[config.mk]
export PLATFORM = sky130hd
export DESIGN_NAME = axil_reg_master
export DESIGN_NICKNAME = d
export VERILOG_FILES = /design/src/rtl/axil_master_pkg.sv /design/src/rtl/axil_reg_master.sv
export SDC_FILE = /design/constraint.sdc
export NUM_CORES = 1
export LEC_CHECK = 0
export BUFFER_PORTS_ARGS = -buffer_cell sky130_fd_sc_hd__buf_2
export CORE_MARGIN = 5
export CORE_UTILIZATION = 41
export DETAILED_ROUTE_END_ITERATION = 6
export MAX_ROUTING_LAYER = met4
export PLACE_DENSITY = 0.84
export SLEW_MARGIN = 5
export SYNTH_ARGS = -nofsm -noshare
export SYNTH_HDL_FRONTEND = slang
export SYNTH_SLANG_ARGS = --single-unit
[constraint.sdc]
create_clock -name clk_i -period 2.8 [get_ports clk_i]
set_input_delay 0.56 -clock clk_i [delete_from_list [all_inputs] [get_ports clk_i]]
set_output_delay 0.56 -clock clk_i [all_outputs]
set_load 0.01 [all_outputs]
[src/rtl/axil_master_pkg.sv]
// ============================================================================
// Module  : axil_master_pkg
// Purpose : Shared types for the AXI4-lite register master (FSM states,
//           AXI response codes, response record).
// Rev     : 1.0 - initial release
// ============================================================================
`default_nettype none

package axil_master_pkg;

   typedef enum logic [2:0] {
      IDLE    = 3'd0,
      WR_AW_W = 3'd1,
      WR_B    = 3'd2,
      RD_AR   = 3'd3,
      RD_R    = 3'd4
   } state_t;

   localparam logic [1:0] OKAY   = 2'b00;
   localparam logic [1:0] SLVERR = 2'b10;
   localparam logic [1:0] DECERR = 2'b11;

   typedef struct packed {
      logic        write;
      logic [31:0] rdata;
      logic [1:0]  resp;
      logic        timeout;
   } rsp_t;

endpackage

`default_nettype wire

[src/rtl/axil_reg_master.sv]
// ============================================================================
// Module  : axil_reg_master
// Purpose : Command-stream to single-beat AXI4-lite read/write initiator,
//           one outstanding transaction. Optional watchdog: AXIL_MASTER_TIMEOUT_EN.
// Rev     : 1.0 - initial release
// ============================================================================
`default_nettype none

module axil_reg_master
   import axil_master_pkg::*;
#(
   parameter int ADDRESS_WIDTH  = 11,
   parameter int TIMEOUT_CYCLES = 256
) (
   input  logic                     clk_i,
   input  logic                     reset_i,
   input  logic                     cmd_valid_i,
   output logic                     cmd_ready_o,
   input  logic                     cmd_write_i,
   input  logic [ADDRESS_WIDTH-1:0] cmd_addr_i,
   input  logic [31:0]              cmd_wdata_i,
   output logic                     rsp_valid_o,
   input  logic                     rsp_ready_i,
   output logic                     rsp_write_o,
   output logic [31:0]              rsp_rdata_o,
   output logic [1:0]               rsp_resp_o,
   output logic                     rsp_timeout_o,
   output logic [ADDRESS_WIDTH-1:0] m_axi_awaddr,
   output logic                     m_axi_awvalid,
   input  logic                     m_axi_awready,
   output logic [31:0]              m_axi_wdata,
   output logic [3:0]               m_axi_wstrb,
   output logic                     m_axi_wvalid,
   input  logic                     m_axi_wready,
   input  logic [1:0]               m_axi_bresp,
   input  logic                     m_axi_bvalid,
   output logic                     m_axi_bready,
   output logic [ADDRESS_WIDTH-1:0] m_axi_araddr,
   output logic                     m_axi_arvalid,
   input  logic                     m_axi_arready,
   input  logic [31:0]              m_axi_rdata,
   input  logic [1:0]               m_axi_rresp,
   input  logic                     m_axi_rvalid,
   output logic                     m_axi_rready
);

   localparam logic [ADDRESS_WIDTH-1:0] ADDR_MASK = {{(ADDRESS_WIDTH-2){1'b1}}, 2'b00};

   generate
      if (TIMEOUT_CYCLES < 1) begin : g_bad_timeout
         $error("TIMEOUT_CYCLES must be at least 1");
      end
   endgenerate

   state_t                   state_q, state_d;
   logic [ADDRESS_WIDTH-1:0] addr_q, addr_d;
   logic [31:0]              wdata_q, wdata_d;
   logic                     awvalid_q, awvalid_d;
   logic                     wvalid_q, wvalid_d;
   logic                     arvalid_q, arvalid_d;
   logic                     rsp_valid_q, rsp_valid_d;
   rsp_t                     rsp_q, rsp_d;

`ifdef AXIL_MASTER_TIMEOUT_EN
   localparam int WD_W = $clog2(TIMEOUT_CYCLES + 1);
   logic [WD_W-1:0] wd_q, wd_d;
   logic            wd_expired;
`endif

   always_comb begin
      state_d       = state_q;
      addr_d        = addr_q;
      wdata_d       = wdata_q;
      awvalid_d     = awvalid_q;
      wvalid_d      = wvalid_q;
      arvalid_d     = arvalid_q;
      rsp_valid_d   = rsp_valid_q;
      rsp_d         = rsp_q;
      m_axi_bready  = 1'b0;
      m_axi_rready  = 1'b0;
      cmd_ready_o   = (state_q == IDLE) && !rsp_valid_q;

      if (rsp_valid_q && rsp_ready_i) begin
         rsp_valid_d = 1'b0;
      end

      case (state_q)
         IDLE: begin
`ifdef AXIL_MASTER_TIMEOUT_EN
            // Sink late beats of a transaction the watchdog already closed.
            m_axi_bready = 1'b1;
            m_axi_rready = 1'b1;
`endif
            if (cmd_valid_i && cmd_ready_o) begin
               addr_d = cmd_addr_i & ADDR_MASK;
               if (cmd_write_i) begin
                  wdata_d   = cmd_wdata_i;
                  awvalid_d = 1'b1;
                  wvalid_d  = 1'b1;
                  state_d   = WR_AW_W;
               end else begin
                  arvalid_d = 1'b1;
                  state_d   = RD_AR;
               end
            end
         end
         WR_AW_W: begin
            if (m_axi_awready) awvalid_d = 1'b0;
            if (m_axi_wready)  wvalid_d  = 1'b0;
            if (!awvalid_d && !wvalid_d) state_d = WR_B;
         end
         WR_B: begin
            m_axi_bready = 1'b1;
            if (m_axi_bvalid) begin
               rsp_d       = '{write: 1'b1, rdata: 32'h0, resp: m_axi_bresp, timeout: 1'b0};
               rsp_valid_d = 1'b1;
               state_d     = IDLE;
            end
         end
         RD_AR: begin
            if (m_axi_arready) begin
               arvalid_d = 1'b0;
               state_d   = RD_R;
            end
         end
         RD_R: begin
            m_axi_rready = 1'b1;
            if (m_axi_rvalid) begin
               rsp_d       = '{write: 1'b0, rdata: m_axi_rdata, resp: m_axi_rresp, timeout: 1'b0};
               rsp_valid_d = 1'b1;
               state_d     = IDLE;
            end
         end
         default: begin
            state_d = IDLE;
         end
      endcase

`ifdef AXIL_MASTER_TIMEOUT_EN
      // A genuine B/R beat in the expiry cycle wins over the watchdog.
      wd_expired = (state_q != IDLE) && (wd_q == WD_W'(TIMEOUT_CYCLES - 1));
      if (wd_expired && (state_d == state_q)) begin
         awvalid_d   = 1'b0;
         wvalid_d    = 1'b0;
         arvalid_d   = 1'b0;
         rsp_d       = '{write: (state_q == WR_AW_W) || (state_q == WR_B),
                         rdata: 32'h0, resp: SLVERR, timeout: 1'b1};
         rsp_valid_d = 1'b1;
         state_d     = IDLE;
      end
      wd_d = ((state_d != state_q) || (state_q == IDLE)) ? '0 : wd_q + 1'b1;
`endif
   end

   always_ff @(posedge clk_i or posedge reset_i) begin
      if (reset_i) begin
         state_q     <= IDLE;
         addr_q      <= '0;
         wdata_q     <= '0;
         awvalid_q   <= 1'b0;
         wvalid_q    <= 1'b0;
         arvalid_q   <= 1'b0;
         rsp_valid_q <= 1'b0;
         rsp_q       <= '0;
`ifdef AXIL_MASTER_TIMEOUT_EN
         wd_q        <= '0;
`endif
      end else begin
         state_q     <= state_d;
         addr_q      <= addr_d;
         wdata_q     <= wdata_d;
         awvalid_q   <= awvalid_d;
         wvalid_q    <= wvalid_d;
         arvalid_q   <= arvalid_d;
         rsp_valid_q <= rsp_valid_d;
         rsp_q       <= rsp_d;
`ifdef AXIL_MASTER_TIMEOUT_EN
         wd_q        <= wd_d;
`endif
      end
   end

   assign m_axi_awaddr  = addr_q;
   assign m_axi_araddr  = addr_q;
   assign m_axi_awvalid = awvalid_q;
   assign m_axi_wvalid  = wvalid_q;
   assign m_axi_arvalid = arvalid_q;
   assign m_axi_wdata   = wdata_q;
   assign m_axi_wstrb   = 4'hF;

   assign rsp_valid_o   = rsp_valid_q;
   assign rsp_write_o   = rsp_q.write;
   assign rsp_rdata_o   = rsp_q.rdata;
   assign rsp_resp_o    = rsp_q.resp;
   assign rsp_timeout_o = rsp_q.timeout;

endmodule

`default_nettype wire
==> results of run 1 <==
registers in the layout, summed over array words and instances (netlist names):
signal / count
m_axi_wdata: 32
rsp_rdata_o: 32
m_axi_araddr: 9
state_q: 3
rsp_resp_o: 2
m_axi_arvalid: 1
m_axi_awvalid: 1
m_axi_wvalid: 1
rsp_valid_o: 1
rsp_write_o: 1
kinds of logic (layout without fill, tap and decap cells):
family | Yosys count | count (layout) | synth area share
flops | 83 | 83 | 0.555
mux | 78 | 78 | 0.254
buf+inv | 68 | 236 | 0.0949
simple gates | 49 | 49 | 0.0678
compound gates | 17 | 17 | 0.0267
other cells | 2 | 9 | 0.00201
per-layer routing:
layer / global-route usage / vias up
met5: - / -
met4: 0.0611 / 0
met3: 0.0361 / 14
met2: 0.256 / 122
met1: 0.200 / 1302
li1: - / 1281
power by group through the flow:
stage | Combinational, mW | Sequential [mW] | Clock (mW)
after floorplan | 1.10 | 2.08 | 0
after global placement | 1.86 | 1.92 | 0
after detailed placement | 1.92 | 1.95 | 0
after CTS | 1.92 | 1.94 | 0.942
after global routing | 2.04 | 2.00 | 0.987
final | 1.88 | 1.93 | 0.909
per-stage QoR:
step | power [mW] | hold WS [ns] | area (µm²) | setup slack (ns) | utilization
2_1_floorplan | 3.18 | 0.547 | 3770 | 0.103 | -
3_3_place_gp | 3.78 | 0.485 | 4660 | 0.831 | 0.529
3_5_place_dp | 3.87 | 0.492 | 4660 | 0.746 | 0.529
4_1_cts | 4.80 | 0.322 | 4860 | 0.494 | 0.552
5_1_grt | 5.02 | 0.391 | 4860 | 0.446 | 0.552
6_report | 4.72 | 0.318 | 4860 | 0.543 | 0.552
cell type report:
class | instances | area (µm²) | share of cell area
clock buffer | 11 | 131 | 0.0270
clock inverter | 4 | 76.3 | 0.0157
inverter | 37 | 140 | 0.0288
multi-input combinational | 153 | 1360 | 0.279
sequential | 83 | 2080 | 0.427
tap | 108 | 135 | 0.0278
timing repair buffer | 184 | 948 | 0.195
cell usage in the layout (no fill, tap or decap), types with 3 or more instances in the layout:
| cell type | synthesis | layout |
|---|---|---|
| buf_4 | 18 | 5 |
| buf_2 | 7 | 178 |
| inv_1 | 37 | 36 |
| o21ai_0 | 3 | 3 |
| nand2_1 | 33 | 33 |
| a31oi_1 | 5 | 5 |
| conb_1 | 2 | 9 |
| mux2_4 | 30 | 30 |
| a21oi_1 | 6 | 5 |
| dfrtp_1 | 83 | 83 |
| nand3b_1 | 3 | 3 |
| mux2i_1 | 33 | 33 |
| mux2_2 | 15 | 15 |
| clkbuf_8 | 0 | 9 |
| nor2_1 | 3 | 3 |
how the worst max path moves through the flow:
stage	from	slack [ns]	end
final	state_q[0]	0.54	cmd_ready_o
after global routing	state_q[0]	0.45	cmd_ready_o
after CTS	state_q[0]	0.49	cmd_ready_o
after detailed placement	state_q[0]	0.75	m_axi_wdata[28]
after global placement	state_q[0]	0.83	m_axi_wdata[0]
after floorplan	reset_i	0.10	m_axi_araddr[10]
==> summary.md, run 1 <==
| Metric | Value |
|---|---|
| H-tree depth | 3 |
| Clk buf depth | 2 |
| Floorplan Core Area | approximately 8800 µm² |
| Worst Skew | around 0.014 ns |
| Synth Flop Type | dfrtp_1 |
| Final weighted congestion in routability-driven placement | between 0.7 and 0.8 |
| Post-synth EDFFs | 0 |
| Final TNS setup | 0 ns |
| Layout cells sized above 1 | 0.525 |
| CP Max Fanout | 12 |
| Post-cts resize count | 0 |
| Final Instance Count excl. Fillers | 580 |
| Routed vias | 2719 |
| Routed met3 length | 666 µm |
| Initial antenna violation count | 0 |
| Nets@finish | around 560 |
| Site Rows | 34 |
| Final min period | roughly 2.3 ns |
| Crit path kind | register to primary output |
| Number of CTS-inserted buffers | 9 |
| Unique masters post-synth | 29 |
| # diodes | 0 |
| Router iterations before antenna repair | 4 |
| Met2 wire length | between 4000 and 5000 µm |
| Routed Antenna Nets | 0 |
| RSZ-0062 raised after global routing | no |
| GR Util All Layers | 0.161 |
| Max Slew Vio Count | 0 |
| Synth area leaders | dfrtp_1, mux2_4, mux2i_1 |
| FFs w/ async S/R, synth | 1.00 |
| Top Layer Used | met4 |
| F_max | ~440 MHz |
| Cell count after placement | between 500 and 600 |
| Die width | ~110 µm |
| Sequential power share | 0.409 |
| WP buf/inv | 1 |
| Synthesized cell area | ~3700 µm² |
| CTS tree | done |
| IO Port Bufs | around 180 |
| Leak | ~2.6 nW |
| Top-Level Pins | 190 |
| Maximum vdd ir drop | about 550 µV |
| Int Pwr | approximately 3.1 mW |
| CTS Hold Bufs | 0 |
| Vias in the first global route | approximately 2900 |
| # fillers | slightly below 800 |
| Setup violators final | 0 |
| Pin count of the biggest net entering global routing | 44 |
| Final hold violations | 0 |
| Sw Ratio | 0.338 |
| Routed len/inst | ~15 µm |
| Worst-path cell chain | nor4_4 -> buf_2 |
| Sequential-to-total area share from yosys stat | 0.555 |
| Global route total overflow | 0 |
| Remaining DRCs | 0 |
| First-pass GRT wire length | approximately 14000 µm |
| Mean area per synthesized cell | between 10 and 15 µm² |
| Worst min path class | input pin to async pin |
| Routed WL | between 8000 and 9000 µm |
| Synth-to-layout area growth | 29.9% |
| Worst path arrival time | ~1.7 ns |
| Top delay family on crit path | flip-flops |
| FF-to-FF path depth | 4 |
| Most instantiated cells after synthesis | dfrtp_1, inv_1, mux2i_1, nand2_1, mux2_4 |
| Worst-path clk slew | approximately 0.08 ns |
| Die footprint | approximately 11000 µm² |
| Share of the synthesized area in the top cell type | 0.555 |
| Yosys reg bits | 83 |
| Slowest-stage cell, CP | dfrtp_1 |
| Net switching power | 1.60 mW |
| Gate Count Post-Synth | 297 |
| Worst flop-to-flop path endpoint | m_axi_wdata[28] |
| Post-CTS setup buffer count | 0 |
| Most frequent cell after synthesis | dfrtp_1 |
| Comb pwr share | 0.398 |
| Relative slew slack | 0.505 |
| Worst path depth | 2 |
| Clock sinks | a little over 80 |
| Tightest Pin Transition | between 0.7 and 0.8 ns |
| Post-Route M1 WL | ~3700 µm |
| Required @ worst endpoint | 2.24 ns |
| Root buffer cell | clkbuf_8 |
| Biggest area consumer among synthesized cells | dfrtp_1 |
| Reg2Reg Launch Point | state_q[0] |
| Outcome | complete, no violations |
| Fin crit share | 0.806 |
| CP endpoint kind | primary output |
| Starting Density | 0.425 |
| Iteration-0 DRC Markers | 60 |
| Clock latency on the worst-skew pair | roughly 0.34 ns |
| Reg2reg setup slack | approximately 0.76 ns |
| Via/cell ratio | between 4 and 5 |
| Synth warn | 0 |
| DIE HEIGHT | 106 µm |
| Largest stage delay, worst path | approximately 0.57 ns |
| Clock Power Share | 0.193 |
| Critical Path Start Type | register |
| Cell Pwr Density | a little under 1000 nW/µm² |
| Max_cap viols | 0 |
| DP HPWL | about 6700 µm |
(Power assumes the default switching activity.)
==> run 2, diff against run 1 <==
- ABC_AREA: unset -> 1
- CORE_UTILIZATION: 41 -> 45
- PLACE_DENSITY: 0.84 -> 0.88
- clock period: 2.8 -> 2.4 ns (I/O delays scaled with it)
==> summary.md, run 2 <==
| Metric | Value |
|---|---|
| Root buffer cell | clkbuf_8 |
| Post-synth EDFFs | 0 (unchanged) |
| Worst-path cell chain | nor2_1 -> nand2_1 -> inv_2 -> buf_4 -> buf_2 |
| Vias in the first global route | 3211 (+9.0%) |
| CTS tree | done |
| F_max | ~450 MHz |
| First-pass GRT wire length | 15100 µm (+6.4%) |
| Floorplan Core Area | 7770 µm² (-12%) |
| Router iterations before antenna repair | 4 (unchanged) |
| Most frequent cell after synthesis | nand2_1 |
| Most common cell after layout, fill and taps aside | nand2_1 |
| Starting Density | 0.463 (+0.0383) |
| Final min period | 2.22 ns |
| Number of CTS-inserted buffers | 9 (unchanged) |
| CP endpoint kind | primary output |
| Global route total overflow | 0 (unchanged) |
| FF-to-FF path depth | 8 (+4) |
| Worst Skew | 0.00933 ns (-0.00497 ns) |
| Dpl cell area | 4450 µm² (-4.5%) |
| Maximum vdd ir drop | 542 µV (-1.5%) |
| Sequential-to-total area share from yosys stat | 0.577 (+0.0222) |
| Synthesized cell area | 3600 µm² (-3.8%) |
| Clk buf depth | 2 (unchanged) |
| Setup Slack @ Placement | 0.531 ns (-0.216 ns) |
| Design Power | 5.31 mW (+13%) |
| Layout cells sized above 1 | 0.354 (-0.171) |
| Sw Ratio | 0.404 (+0.0660) |
| IO Port Bufs | 178 (unchanged) |
| Biggest area consumer among synthesized cells | dfrtp_1 |
| Clock sinks | 83 (unchanged) |
| Outcome | complete, no violations |
| Max_cap viols | 0 (unchanged) |
| Worst-path clk slew | 0.08 ns (about the same) |
| Sequential power share | 0.411 (+0.002) |
| Required @ worst endpoint | 1.92 ns (-0.32 ns) |
| Reg area | 2080 µm² (unchanged) |
| Final TNS setup | 0 ns (unchanged) |
| GR Util All Layers | 0.194 (+0.0336) |
| Synth warn | 0 (unchanged) |
| Routed len/inst | 13.7 µm (-8.9%) |
| Leak | 2.86 nW (+12%) |
| Gate Count Post-Synth | 418 (+41%) |
| Final weighted congestion in routability-driven placement | 0.825 (+12%) |
| Clock latency on the worst-skew pair | 0.34 ns (about the same) |
| Via/cell ratio | 4.81 (+2.6%) |
| Routed WL | 9370 µm (+7.8%) |
| # fillers | 688 (-12%) |
| Cell Pwr Density | 1150 nW/µm² (+18%) |
| Post-CTS setup buffer count | 0 (unchanged) |
| Worst flop-to-flop path endpoint | rsp_rdata_o[5] |
| FFs w/ async S/R, synth | 1.00 (unchanged) |
| Reg2Reg Launch Point | state_q[0] |
| WP buf/inv | 3 (+2) |
| Reg2reg setup slack | 0.52 ns (-0.24 ns) |
| Final hold violations | 0 (unchanged) |
| CP Max Fanout | 35 (+23) |
| Routed Antenna Nets | 0 (unchanged) |
| Iteration-0 DRC Markers | 115 (+92%) |
| Top delay family on crit path | buffers and inverters |
| Nets@finish | 670 (+20%) |
| Setup ws final | 0.184 ns (-0.360 ns) |
| Final instance area | 4630 µm² (-4.9%) |
| Largest stage delay, worst path | 0.45 ns (-0.12 ns) |
| Worst min path class | input pin to async pin |
| Die width | 99.4 µm (-5.8%) |
| Setup violators final | 0 (unchanged) |
| Pin count of the biggest net entering global routing | 84 (+91%) |
| CTS Hold Bufs | 0 (unchanged) |
| Unique masters post-synth | 23 (-21%) |
| # diodes | 0 (unchanged) |
| Synth area leaders | dfrtp_1, nand2_1, nand3_1 |
| Net switching power | 2.15 mW (+34%) |
| Relative slew slack | 0.589 (+0.0841) |
| Share of the synthesized area in the top cell type | 0.577 (+0.0222) |
| Clock Power Share | 0.178 (-0.015) |
| Tightest Pin Transition | 0.614 ns (-0.127 ns) |
| Slowest-stage cell, CP | dfrtp_1 |
| Synth Flop Type | dfrtp_1 |
| Die footprint | 9890 µm² (-11%) |
| RSZ-0062 raised after global routing | no |
| Routed vias | 3299 (+21%) |
| Site Rows | 32 (-5.9%) |
| Mean area per synthesized cell | 8.61 µm² (-32%) |
| Worst path arrival time | 1.74 ns (+0.04 ns) |
| H-tree depth | 3 (unchanged) |
| Yosys reg bits | 83 (unchanged) |
| DIE HEIGHT | 99.4 µm (-5.8%) |
| Remaining DRCs | 0 (unchanged) |
| Most instantiated cells after synthesis | nand2_1, dfrtp_1, nand3_1 |
| DP HPWL | 7110 µm (+5.5%) |
| Fin crit share | 0.923 |
| Post-cts resize count | 0 (unchanged) |
| Critical Path Start Type | register |
| Max Slew Vio Count | 0 (unchanged) |
| Comb pwr share | 0.411 (+0.013) |
| Initial antenna violation count | 0 (unchanged) |
| Area of the multi-input gates | 1230 µm² (-9.2%) |
| Final core occ | 0.596 (+0.0434) |
| Synth-to-layout area growth | 28.5% |
| Crit path kind | register to primary output |
| Top-Level Pins | 190 (unchanged) |
| Int Pwr | 3.16 mW (+1.3%) |
| Commonest cells after routing, fill and taps aside | nand2_1, buf_2, dfrtp_1 |
run 2: cell types whose count changed in the layout (fill, tap and decap cells not counted), sizes merged, moves of 2 or more:
cell and change:
nand2b -2, a31oi -5, inv -20, mux2i -33
nor2 +7, mux2 -45, nand3 +66, nand2 +155
nand3b -2
run 2: layout make-up:
type                            count  share of cell area
Sequential cell                    83               0.449
Multi-Input combinational cell    287               0.266
Timing Repair Buffer              183               0.203
Clock buffer                       11              0.0306
Tap cell                          102              0.0276
Inverter                           17              0.0151
Clock inverter                      3             0.00865
run 2: routing by layer:
layer  part of all wire  track usage  wire length [µm]  up-vias
li1                   -            -                 -     1607
met1               0.39        0.232              3640     1523
met2               0.50        0.318              4640      158
met3               0.11       0.0512               994       11
met4              0.010       0.0704                97        0
met5                  0            -                 0        -
run 2: tightest hold or removal path: cells and delay by family:
family,cells,cell delay (ns)
buffers and inverters,3,0.53
run 2: cells by family (layout without fill, tap and decap cells):
| group | count (synthesis) | count (layout) | share of synthesized area |
|---|---|---|---|
| compound gates | 8 | 8 | 0.0132 |
| buf+inv | 55 | 214 | 0.0886 |
| flops | 83 | 83 | 0.577 |
| other cells | 2 | 9 | 0.00209 |
| simple gates | 270 | 270 | 0.319 |
run 2: how the worst max path moves through the flow:
stage / startpoint / endpoint / slack (ns) / cells past startpoint
after CTS: state_q[0] / m_axi_rready / 0.18 / 5
final: state_q[0] / m_axi_rready / 0.18 / 5
after global routing: state_q[0] / m_axi_rready / 0.06 / 5
after floorplan: state_q[1] / m_axi_rready / 0.81 / 4
after detailed placement: state_q[0] / rsp_rdata_o[5] / 0.53 / 8
after global placement: m_axi_rvalid / rsp_rdata_o[15] / 0.61 / 7
run 2: per-stage QoR:
| step | cells | hold WS (ns) |
|---|---|---|
| 2_1_floorplan | 425 | 0.504 |
| 3_3_place_gp | 672 | 0.450 |
| 4_1_cts | 686 | 0.240 |
| 3_5_place_dp | 672 | 0.454 |
| 5_1_grt | 686 | 0.295 |
| 6_report | 686 | 0.244 |
run 2: power groups by stage:
stage | Sequential [mW] | Clock (mW) | Combinational [mW]
detailed placement | 2.19 | 0 | 2.24
global route | 2.25 | 1.02 | 2.43
floorplan | 2.41 | 0 | 1.27
global placement | 2.18 | 0 | 2.14
CTS | 2.18 | 0.980 | 2.23
finish | 2.18 | 0.947 | 2.18
==> run 3, diff against run 2 <==
- REMOVE_ABC_BUFFERS: unset -> 1
- SLEW_MARGIN: 5 -> 20
==> summary.md, run 3 (same netlist as run 2, synthesis figures left out) <==
| Metric | Value |
|---|---|
| Outcome | complete, no violations |
| Number of CTS-inserted buffers | 9 (unchanged) |
| Global route total overflow | 0 (unchanged) |
| Starting Density | 0.463 (unchanged) |
| RSZ-0062 raised after global routing | no |
| Max_cap viols | 0 (unchanged) |
| Final Instance Count excl. Fillers | 688 (+0.29%) |
| Post-CTS setup buffer count | 0 (unchanged) |
| First-pass GRT wire length | 15200 µm (+1.2%) |
| Worst min path class | input pin to async pin |
| Critical Path Start Type | register |
| Worst-path clk slew | 0.09 ns (about the same) |
| F_max | 449 MHz (-0.56%) |
| Pin count of the biggest net entering global routing | 48 (-43%) |
| Routed Antenna Nets | 0 (unchanged) |
| Vias in the first global route | 3200 (-0.34%) |
| Final min period | 2.23 ns (+0.0124 ns) |
| Via/cell ratio | 4.78 (-0.59%) |
| Remaining DRCs | 0 (unchanged) |
| Top-Level Pins | 190 (unchanged) |
| H-tree depth | 3 (unchanged) |
| Iteration-0 DRC Markers | 120 (+4.3%) |
| Die width | 99.4 µm (unchanged) |
| Layout cells sized above 1 | 0.358 (+0.00391) |
| Setup violators final | 0 (unchanged) |
| Routed vias | 3289 (-0.30%) |
| Most common cell after layout, fill and taps aside | nand2_1 |
| CP endpoint kind | primary output |
| GR Util All Layers | 0.198 (+0.00381) |
| Fin crit share | 0.929 (+0.00518) |
| Site Rows | 32 (unchanged) |
| Worst flop-to-flop path endpoint | rsp_rdata_o[10] |
| Setup ws final | 0.171 ns (-0.0124 ns) |
| CTS tree | done |
| Worst path arrival time | 1.75 ns (about the same) |
| Synth-to-layout area growth | 29.0% |
| Setup Slack @ Placement | 0.508 ns (-0.0228 ns) |
| Clk buf depth | 2 (unchanged) |
| Final hold violations | 0 (unchanged) |
| CP Max Fanout | 35 (unchanged) |
| Floorplan Core Area | 7770 µm² (unchanged) |
| DIE HEIGHT | 99.4 µm (unchanged) |
| Maximum vdd ir drop | 614 µV (+13%) |
| Max Slew Vio Count | 0 (unchanged) |
| Router iterations before antenna repair | 6 (+2) |
| Reg2Reg Launch Point | state_q[1] |
| Reg2reg setup slack | 0.48 ns (-0.04 ns) |
| Clock latency on the worst-skew pair | 0.35 ns (about the same) |
| IO Port Bufs | 178 (unchanged) |
| Initial antenna violation count | 0 (unchanged) |
| Required @ worst endpoint | 1.92 ns (about the same) |
| Crit path kind | register to primary output |
| DP HPWL | 7190 µm (+1.1%) |
| Routed WL | 9530 µm (+1.8%) |
| Final weighted congestion in routability-driven placement | 0.855 (+3.6%) |
| CTS Hold Bufs | 0 (unchanged) |
| Commonest cells after routing, fill and taps aside | nand2_1, buf_2, dfrtp_1 |
| Cell Pwr Density | 1160 nW/µm² (+0.76%) |
| FF-to-FF path depth | 8 (unchanged) |
| Post-cts resize count | 0 (unchanged) |
| Routed len/inst | 13.9 µm (+1.5%) |
| # diodes | 0 (unchanged) |
| Relative slew slack | 0.575 (-0.0140) |
| Clock sinks | 83 (unchanged) |
| Root buffer cell | clkbuf_8 |
| Leak | 2.86 nW (about the same) |
| Cell count after placement | 672 (unchanged) |
| # fillers | 691 (+0.44%) |
| Worst Skew | 0.0161 ns (+0.00674 ns) |
| Nets@finish | 670 (unchanged) |
| Die footprint | 9890 µm² (unchanged) |
| Min Hold Slack | 0.180 ns (-0.0633 ns) |
| Tightest Pin Transition | 0.635 ns (+0.0210 ns) |
[run 3: changes by cell type in the layout (fill, tap and decap cells not counted)]
cell,before,now
clkinvlp_4,1,3
inv_6,0,2
clkbuf_1,1,0
clkbuf_8,10,9
[run 3: worst max path at each step]
stage / cells past startpoint / endpoint / slack (ns) / from
floorplan: 1 / m_axi_araddr[10] / -0.22 / reset_i
global placement: 5 / m_axi_rready / 0.61 / state_q[1]
detailed placement: 8 / rsp_rdata_o[10] / 0.51 / state_q[1]
CTS: 5 / m_axi_rready / 0.16 / state_q[1]
global route: 5 / m_axi_rready / 0.04 / state_q[1]
finish: 5 / m_axi_rready / 0.17 / state_q[1]
[run 3: final cells by class]
class	instances	area [µm²]	share of cell area
clock buffer	9	124	0.0267
clock inverter	7	75.1	0.0162
inverter	17	67.6	0.0146
multi-input combinational	287	1230	0.265
sequential	83	2080	0.447
tap	102	128	0.0275
timing repair buffer	183	941	0.203
[run 3: critical path, stage by stage (launching register included)]
cell	delay, ns
dfrtp_1	0.44
nor2_1	0.18
nand2_1	0.14
inv_2	0.11
buf_4	0.33
buf_2	0.20
[run 3: metrics by stage]
step | setup TNS (ns) | power [mW] | util | instance area [µm²]
floorplan | -17.99 | 3.42 | - | 3370
global placement | 0 | 4.32 | 0.572 | 4440
detailed placement | 0 | 4.43 | 0.572 | 4440
CTS | 0 | 5.44 | 0.598 | 4640
global route | 0 | 5.79 | 0.598 | 4640
finish | 0 | 5.37 | 0.598 | 4640
[run 3: power by group]
part / leakage [nW] / internal (mW) / switching, mW
clock: 0.0923 / 0.486 / 0.511
sequential: 1.09 / 1.88 / 0.307
combinational: 1.69 / 0.786 / 1.40
[run 3: metal layers]
metal / vias to the layer above / part of all wire / wire length, µm / global-route usage
li1: 1611 / - / - / -
met3: 9 / 0.097 / 922 / 0.0498
met4: 0 / 0.011 / 104 / 0.0546
met2: 163 / 0.49 / 4660 / 0.323
met5: - / 0 / 0 / -
met1: 1506 / 0.40 / 3850 / 0.246
